<file path="src/rtl/hexa_pkg.sv">
// Shared definitions for the hexa 5-port router: port offsets, scheduler states and
// a constant-width helper.
package hexa_pkg;

    localparam int NUM_PORTS = 5;
    localparam int XPOS      = 0;
    localparam int XNEG      = 1;
    localparam int YPOS      = 2;
    localparam int YNEG      = 3;
    localparam int PE        = 4;

    typedef enum logic {
        IDLE   = 1'b0,
        ACTIVE = 1'b1
    } state_t;

    function automatic int clog2(input int value);
        int r;
        r = 0;
        while ((1 << r) < value) r++;
        return r;
    endfunction

endpackage

</file>
<file path="src/rtl/hexa_output_scheduler_rr_arbiter.sv">
// Combinational round-robin pick: first set request at or after ptr, wrapping
// PORTS-1 -> 0. Returns one-hot grant, binary index and an any-request flag.
module rr_arbiter #(
    parameter int PORTS = 5,
    parameter int IDX_W = 3
) (
    input  logic [PORTS-1:0] req,
    input  logic [IDX_W-1:0] ptr,
    output logic [PORTS-1:0] gnt,
    output logic [IDX_W-1:0] idx,
    output logic             any
);

    int p;

    always_comb begin
        gnt = '0;
        idx = '0;
        any = 1'b0;
        p   = 0;
        for (int off = 0; off < PORTS; off++) begin
            p = int'(ptr) + off;
            if (p >= PORTS) p = p - PORTS;
            if (!any && req[p]) begin
                any    = 1'b1;
                gnt[p] = 1'b1;
                idx    = IDX_W'(p);
            end
        end
    end

endmodule

</file>
<file path="src/rtl/hexa_output_scheduler.sv">
// Per-output-port wormhole scheduler: round-robin owner selection, ownership held
// from head to tail flit, transfers gated by downstream credits.
module hexa_output_scheduler
    import hexa_pkg::*;
#(
    parameter int PORTS        = NUM_PORTS,
    parameter int PORT_ID      = XPOS,
    parameter int BUFFER_DEPTH = 4,
    parameter int CRT_W        = clog2(BUFFER_DEPTH + 1)
) (
    input  logic             clk,
    input  logic             rst,
    input  logic [PORTS-1:0] req,
    input  logic [PORTS-1:0] tail,
    input  logic             credit_in,
    output logic [PORTS-1:0] grant,
    output logic [2:0]       xbar_sel,
    output logic             fire,
    output logic [CRT_W-1:0] credit_count,
    output logic             credit_ovf
);

    localparam logic [PORTS-1:0] PORT_MASK = ~(PORTS'(1) << PORT_ID);
    localparam logic [CRT_W-1:0] CRT_MAX   = CRT_W'(BUFFER_DEPTH);
    localparam logic [2:0]       LAST_IDX  = 3'(PORTS - 1);

    state_t           state_q, state_d;
    logic [PORTS-1:0] grant_d;
    logic [2:0]       sel_d;
    logic [2:0]       ptr_q, ptr_d;
    logic [PORTS-1:0] eff_req;
    logic [PORTS-1:0] arb_gnt;
    logic [2:0]       arb_idx;
    logic             arb_any;
    logic             credit_ok;

    assign eff_req   = req & PORT_MASK;
    assign credit_ok = (credit_count != '0);
    assign fire      = !rst && (state_q == ACTIVE) && req[xbar_sel] && credit_ok;

    rr_arbiter #(
        .PORTS(PORTS),
        .IDX_W(3)
    ) u_arb (
        .req(eff_req),
        .ptr(ptr_q),
        .gnt(arb_gnt),
        .idx(arb_idx),
        .any(arb_any)
    );

    always_comb begin
        state_d = state_q;
        grant_d = grant;
        sel_d   = xbar_sel;
        ptr_d   = ptr_q;
        case (state_q)
            IDLE: begin
                if (arb_any && credit_ok) begin
                    state_d = ACTIVE;
                    grant_d = arb_gnt;
                    sel_d   = arb_idx;
                end
            end
            ACTIVE: begin
                // Other requesters stay locked out until the owner's tail leaves.
                if (fire && tail[xbar_sel]) begin
                    state_d = IDLE;
                    grant_d = '0;
                    sel_d   = '0;
                    ptr_d   = (xbar_sel == LAST_IDX) ? 3'd0 : xbar_sel + 3'd1;
                end
            end
            default: state_d = IDLE;
        endcase
    end

    always_ff @(posedge clk) begin
        if (rst) begin
            state_q  <= IDLE;
            grant    <= '0;
            xbar_sel <= '0;
            ptr_q    <= '0;
        end else begin
            state_q  <= state_d;
            grant    <= grant_d;
            xbar_sel <= sel_d;
            ptr_q    <= ptr_d;
        end
    end

    // A simultaneous fire and credit return cancel; the counter saturates instead of wrapping.
    always_ff @(posedge clk) begin
        if (rst) begin
            credit_count <= CRT_MAX;
            credit_ovf   <= 1'b0;
        end else begin
            case ({fire, credit_in})
                2'b10: credit_count <= credit_count - CRT_W'(1);
                2'b01: begin
                    if (credit_count == CRT_MAX) credit_ovf <= 1'b1;
                    else                         credit_count <= credit_count + CRT_W'(1);
                end
                default: ;
            endcase
        end
    end

endmodule
</file>
<file path="config.mk">
export PLATFORM = sky130hd
export DESIGN_NAME = hexa_output_scheduler
export DESIGN_NICKNAME = d
export VERILOG_FILES = /design/src/rtl/hexa_pkg.sv /design/src/rtl/hexa_output_scheduler_rr_arbiter.sv /design/src/rtl/hexa_output_scheduler.sv
export SDC_FILE = /design/constraint.sdc
export NUM_CORES = 1
export LEC_CHECK = 0
export ABC_AREA = 1
export ABC_CLOCK_PERIOD_IN_PS = 4900
export CAP_MARGIN = 5
export CORE_AREA = 2 2 82 104
export CTS_BUF_LIST = sky130_fd_sc_hd__clkbuf_8 sky130_fd_sc_hd__clkbuf_16
export DETAILED_ROUTE_END_ITERATION = 6
export DIE_AREA = 0 0 84 106
export PLACE_DENSITY_LB_ADDON = 0.1
export SYNTH_ARGS = -nofsm -noshare
export SYNTH_HDL_FRONTEND = slang
export SYNTH_SLANG_ARGS = --single-unit
</file>
<file path="constraint.sdc">
create_clock -name clk -period 4.9 [get_ports clk]
set_input_delay 1.225 -clock clk [delete_from_list [all_inputs] [get_ports clk]]
set_output_delay 1.225 -clock clk [all_outputs]
set_load 0.005 [all_outputs]
</file>
==> qor.yml <==
peakVddDrop_v: 0.0002085
skew_ns: 0.001849
power_density_nw_per_um2: 608.4
core_um2: 8009
cts_setup_buffers: 0
ios: 26
clock-root-buffer: "clkbuf_8"
rsz0062_at_grt: "no"
ff2ff_path_depth: 18
critPathMaxFanout: 5
syn_to_final_growth_pct: 17.80
p_leak_nw: 1.338
wirelength_um: 6878
vias: 2502
grt_pass1_wl_um: 11660
regArea_um2: 320.3
yosysWarnings: 0
hpwl_um: 5657
ys_top_cells_by_area: "nand2_1, dfxtp_1, ha_1"
crit_arrival_ns: 2.96
finalPower_mw: 1.668
async_flop_share_pct: 0
path_class: "primary input to output pin"
dp_cells: 504
tightest_slew_ns: 0.5726
grt_pass1_vias: 2427
finalSetupViolCount: 0
post_drt_wl_per_cell_um: 13.54
synthFlopType: "dfxtp_1"
timing.setup.tns_ns: 0
slew_headroom_pct: 61.65
clkSinkCount: 16
ys_ff_latch: 16
min_to: "grant[0]$_SDFFE_PP0P_"
dr.pass1.iters: 4
synth_enable_flop_cells: 0
rows: 37
r2r_slack_ns: 1.42
worstHoldPathCells: 2
hold_viol_final: 0
maxCapViolations: 0
drt_iter0_drc: 86
grt_max_degree: 18
cts-buffers-inserted: 3
cp-end-kind: "output pin"
netlist_area_um2: 2327
max_freq_mhz: 239.1
postLayoutCoreUtil_pct: 34.23
postCtsHoldBufs: 0
yosys.area.top_type: "nand2_1"
io_buffers: 25
multiInputGateArea_um2: 1795
min-delay-start: "grant[0]$_SDFFE_PP0P_"
post_cts_resize_count: 0
nNetsFinal: 449
drc: 0
ys_types: 39
worstSetupStartpointType: "primary input"
die_x_um: 84
overflow: 0
n_fill_cell: 897
cts.htree.levels: 1
vias_per_cell: 4.925
start_util_pct: 29.06
r2r-end: "xbar_sel[2]$_SDFFE_PP0P_"
status: "finished clean"
worstHoldPathType: "flop to flop"
drive_above_1_share_pct: 12.17
seq_area_frac_synth_pct: 13.76
dieArea_um2: 8904
place.gp.congestion: 0.8449
synth.avg_cell_area_um2: 6.061
fin_crit_ns: 4.182
maxSlewViolCount: 0
min_period_over_period_pct: 85.35
grt_use_total_pct: 16.05
netlist_instances: 384
final_cells: 508
antenna_found_initial: 0
clock_latency_ns: 0.25
antenna_cells: 0
ant_nets: 0
cts_tree: "done"
cp.required_ns: 3.67
syn_nets: 421
synth_top_area_share_pct: 16.45
die_h_um: 106
clock_path_buffers: 2
rr_startpoint: "ptr_q[1]$_SDFFE_PP0P_"
clkTransAtPathRegs_ns: 0.06
## cells by family (layout without fill, tap and decap cells)
kind of cell    Yosys count  after routing  synth area share [%]
fa+ha+maj                24             24                 13.55
compound gates           52             52                 12.53
xor+xnor                  2              2                 1.076
buf+inv                  51             78                 9.085
simple gates            239            239                 50.00
flops                    16             16                 13.76
## registers in the layout, summed over array words and instances, names as in the netlist
register and cells:
grant 5, ptr_q 3, credit_count 3, state_q 1, credit_ovf 1, xbar_sel 3
## how the worst max path moves through the flow
stage                       from  endpoint  slack, ns
final                     req[3]      fire       0.72
after global routing      req[3]      fire       0.55
after CTS                 req[3]      fire       0.70
after detailed placement  req[3]      fire       0.72
after global placement    req[3]      fire       0.71
after floorplan           req[3]      fire       1.94
## critical path, stage by stage
cell             delay [ns]
clkdlybuf4s50_1        0.56
inv_1                  0.09
o21ai_0                0.14
a21oi_1                0.06
o21ai_0                0.17
nand2_1                0.10
inv_1                  0.10
clkdlybuf4s50_1        0.51
## cells in the mapped netlist (2+ instances only)
cell and n:
dfxtp_1 16, nand3_1 55, nor2_1 31, inv_1 37
nor2_4 3, inv_2 6, o22ai_1 3, nand3_2 4
nor2_2 3, o21ai_0 20, a21oi_1 20, nand2_4 4
nand3b_1 3, buf_4 2, nand2_1 102, nand2_2 14
fa_1 2, ha_1 22, or2_2 2, a31oi_1 4
nand4_1 7, nor3_1 7
## power breakdown
part	switching, mW	internal [mW]	leakage, nW
combinational	0.866	0.465	1.18
clock	0.0458	0.0713	0.0288
sequential	0.0452	0.174	0.131
## per-layer routing
metal / vias to the layer above / share of wire (%) / global-route usage [%] / routed length (um)
met3: 8 / 1.8 / 0.6988 / 127
li1: 1322 / - / - / -
met4: 0 / 1.4 / 4.493 / 95
met2: 38 / 52 / 31.09 / 3545
met1: 1134 / 45 / 18.97 / 3109
met5: - / 0 / 0 / 0
## cell type report
cell class / instances / share of cell area (%)
sequential: 16 / 11.68
multi-input combinational: 317 / 65.50
timing repair buffer: 28 / 9.950
inverter: 46 / 6.435
tap: 97 / 4.427
clock buffer: 4 / 2.008
## cell usage in the layout, fill, tap and decap left out, types with 2 or more instances in the layout
cell type	instances
nand3_1	55
clkdlybuf4s50_1	25
nor2_1	31
nand2_4	4
nor2_4	3
o22ai_1	3
dfxtp_1	16
fa_1	2
or2_2	2
buf_4	3
nand2_1	102
o21ai_0	20
nor2_2	3
a21oi_1	20
nand2_2	14
a31oi_1	4
nor3_1	7
nand4_1	7
clkbuf_8	4
inv_1	37
nand3b_1	3
nand3_2	4
ha_1	22
inv_2	6
## metrics by stage
stage	instance area (um^2)	worst slack, ns	hold WS, ns
final	2741	0.7181	0.4406
after global routing	2741	0.5510	0.4601
after CTS	2741	0.7008	0.4448
after detailed placement	2686	0.7192	0.4314
after global placement	2686	0.7078	0.4358
after floorplan	2327	1.942	0.4339
(Power assumes the default switching activity.)
==> patch (config.mk and constraints unchanged) <==
One comparison of `credit_count` changes from == to >=.
--- a/src/rtl/hexa_output_scheduler.sv
+++ b/src/rtl/hexa_output_scheduler.sv
@@ -99,5 +99,5 @@
                 2'b10: credit_count <= credit_count - CRT_W'(1);
                 2'b01: begin
-                    if (credit_count == CRT_MAX) credit_ovf <= 1'b1;
+                    if (credit_count >= CRT_MAX) credit_ovf <= 1'b1;
                     else                         credit_count <= credit_count + CRT_W'(1);
                 end
Function: same outputs for any inputs over 4 cycles, from zero or initial values and one cycle with rst high; that may be too few to reach the edited logic, so the function may still have changed.
==> patch against the original RTL <==
Area after synthesis decreased by 10%. Cell area shrank 8.5%. Wire length decreased by 3.2%. Worst setup slack worse by 0.014 ns. Sequential share of layout area up 1.1 points. Sequential cell count is the same. Total power shrank 24%. Clock skew about the same.
==> patch: results (changes against the original RTL) <==
Global route
  • Largest net degree at the start of global routing: 15 (was 18)
  • First-pass GRT wire length: 11.18 mm (was 11.66 mm)
  • Total GRT Usage: 15.44% (was 16.05%)

Synth
  • Mapped Nets: 393 (was 421)
  • Register area share after synthesis: 15.38% (was 13.76%)
  • Top cells by count, synth: nand2_1 (116), inv_1 (41), nand3_1 (31), nor2_1 (31), ha_1 (22) (was nand2_1 (102), nand3_1 (55), inv_1 (37), nor2_1 (31), ha_1 (22))
  • Mean Syn Cell Area: 5.852 um2 (was 6.061 um2)
  • Ranking of synthesized cells by area: nand2_1 (21%), dfxtp_1 (15%), ha_1 (13%), nand3_1 (7.4%), inv_1 (7.4%) (was nand2_1 (16%), dfxtp_1 (14%), ha_1 (12%), nand3_1 (12%), inv_1 (6.0%))
  • Number of library cell types mapped by synthesis: 32 (was 39)

Timing
  • Worst hold slack: 0.4377 ns (was 0.4406 ns)
  • Setup Skew: 0.001753 ns (was 0.001849 ns)
  • Max-slew headroom: 63.10% (was 61.65%)

Setup path
  • R2R depth: 18 (unchanged)
  • Worst setup path start: rst (was req[3])
  • Worst EP arrival: 2.97 ns (was 2.96 ns)
  • R2r setup slk: 1.37 ns (was 1.42 ns)
  • Slowest cell delay on critical path: 0.53 ns (was 0.56 ns)
  • Reg-to-reg endpoint: xbar_sel[0] (was xbar_sel[2])

Drt
  • Post-Route WL: 6.657 mm (was 6.878 mm)
  • DR vias: 2349 (was 2502)
  • Vias per Instance: 4.873 (was 4.925)
  • Drt first-iter violations: 118 (was 86)

Placed design
  • Final GP Congestion: 0.8553 (was 0.8449)
  • DP HPWL: 5.334 mm (was 5.657 mm)
  • Setup WS pre-CTS: 0.7167 ns (was 0.7192 ns)
  • Cell Count Post-Placement: 478 (was 504)

Clock tree
  • Setup Buffers After CTS: 0 (unchanged)

Pwr
  • P_leak: 1.212 nW (was 1.338 nW)
  • Maximum vdd drop: 0.2070 mV (was 0.2085 mV)

Layout
  • Nets@finish: 423 (was 449)
  • Most flop-heavy register: grant (unchanged)
  • Fill cells: 929 (was 897)
  • Share of cells above drive strength 1: 4.935% (was 12.17%)

Outcome
  • Outcome: finished clean (unchanged)
## patch: where the power goes
| part | leakage [nW] | total (mW) | switching (mW) | internal, mW |
|---|---|---|---|---|
| logic | 1.05 | 0.950 | 0.629 | 0.321 |
| registers | 0.131 | 0.197 | 0.0341 | 0.163 |
| clock network | 0.0288 | 0.118 | 0.0466 | 0.0713 |
## patch: area by class of cell
cell class / instances / share of cell area (%)
Multi-Input combinational cell: 295 / 63.19
Sequential cell: 16 / 12.77
Timing Repair Buffer: 27 / 10.57
Inverter: 43 / 6.434
Tap cell: 97 / 4.838
Clock buffer: 4 / 2.195
## patch: worst max path at each step
stage               endpoint  slack [ns]  cells past startpoint
floorplan               fire        1.93                      6
global placement        fire        0.73                      7
detailed placement      fire        0.72                      7
CTS                     fire        0.69                      7
global route            fire        0.52                      7
finish                  fire        0.70                      7
## patch: tightest hold or removal path: cells and delay by family, from the launching register on
family	cells	cell delay, ns
flops	1	0.31
simple gates	2	0.09
## patch: per-layer routing
| layer | vias to the layer above | part of all wire (%) | global-route usage [%] |
|---|---|---|---|
| met5 | - | 0 | 0 |
| met4 | 0 | 1.1 | 4.839 |
| met3 | 6 | 2.3 | 1.165 |
| met2 | 32 | 52 | 30.46 |
| met1 | 1074 | 45 | 17.27 |
| li1 | 1237 | - | - |
## patch: kinds of logic (layout without fill, tap and decap cells)
logic type	after synthesis	in the layout	synth area share (%)
buf+inv	45	74	8.528
flops	16	16	15.38
fa+ha+maj	24	24	15.14
compound gates	57	57	15.14
simple gates	212	212	44.99
xor+xnor	2	2	0.8410
## patch: metrics by stage
stage                     cell area (um2)  utilization (%)
after global placement               2454            30.64
final                                2509            31.32
after detailed placement             2454            30.64
after global routing                 2509            31.32
after CTS                            2509            31.32
after floorplan                      2083                -
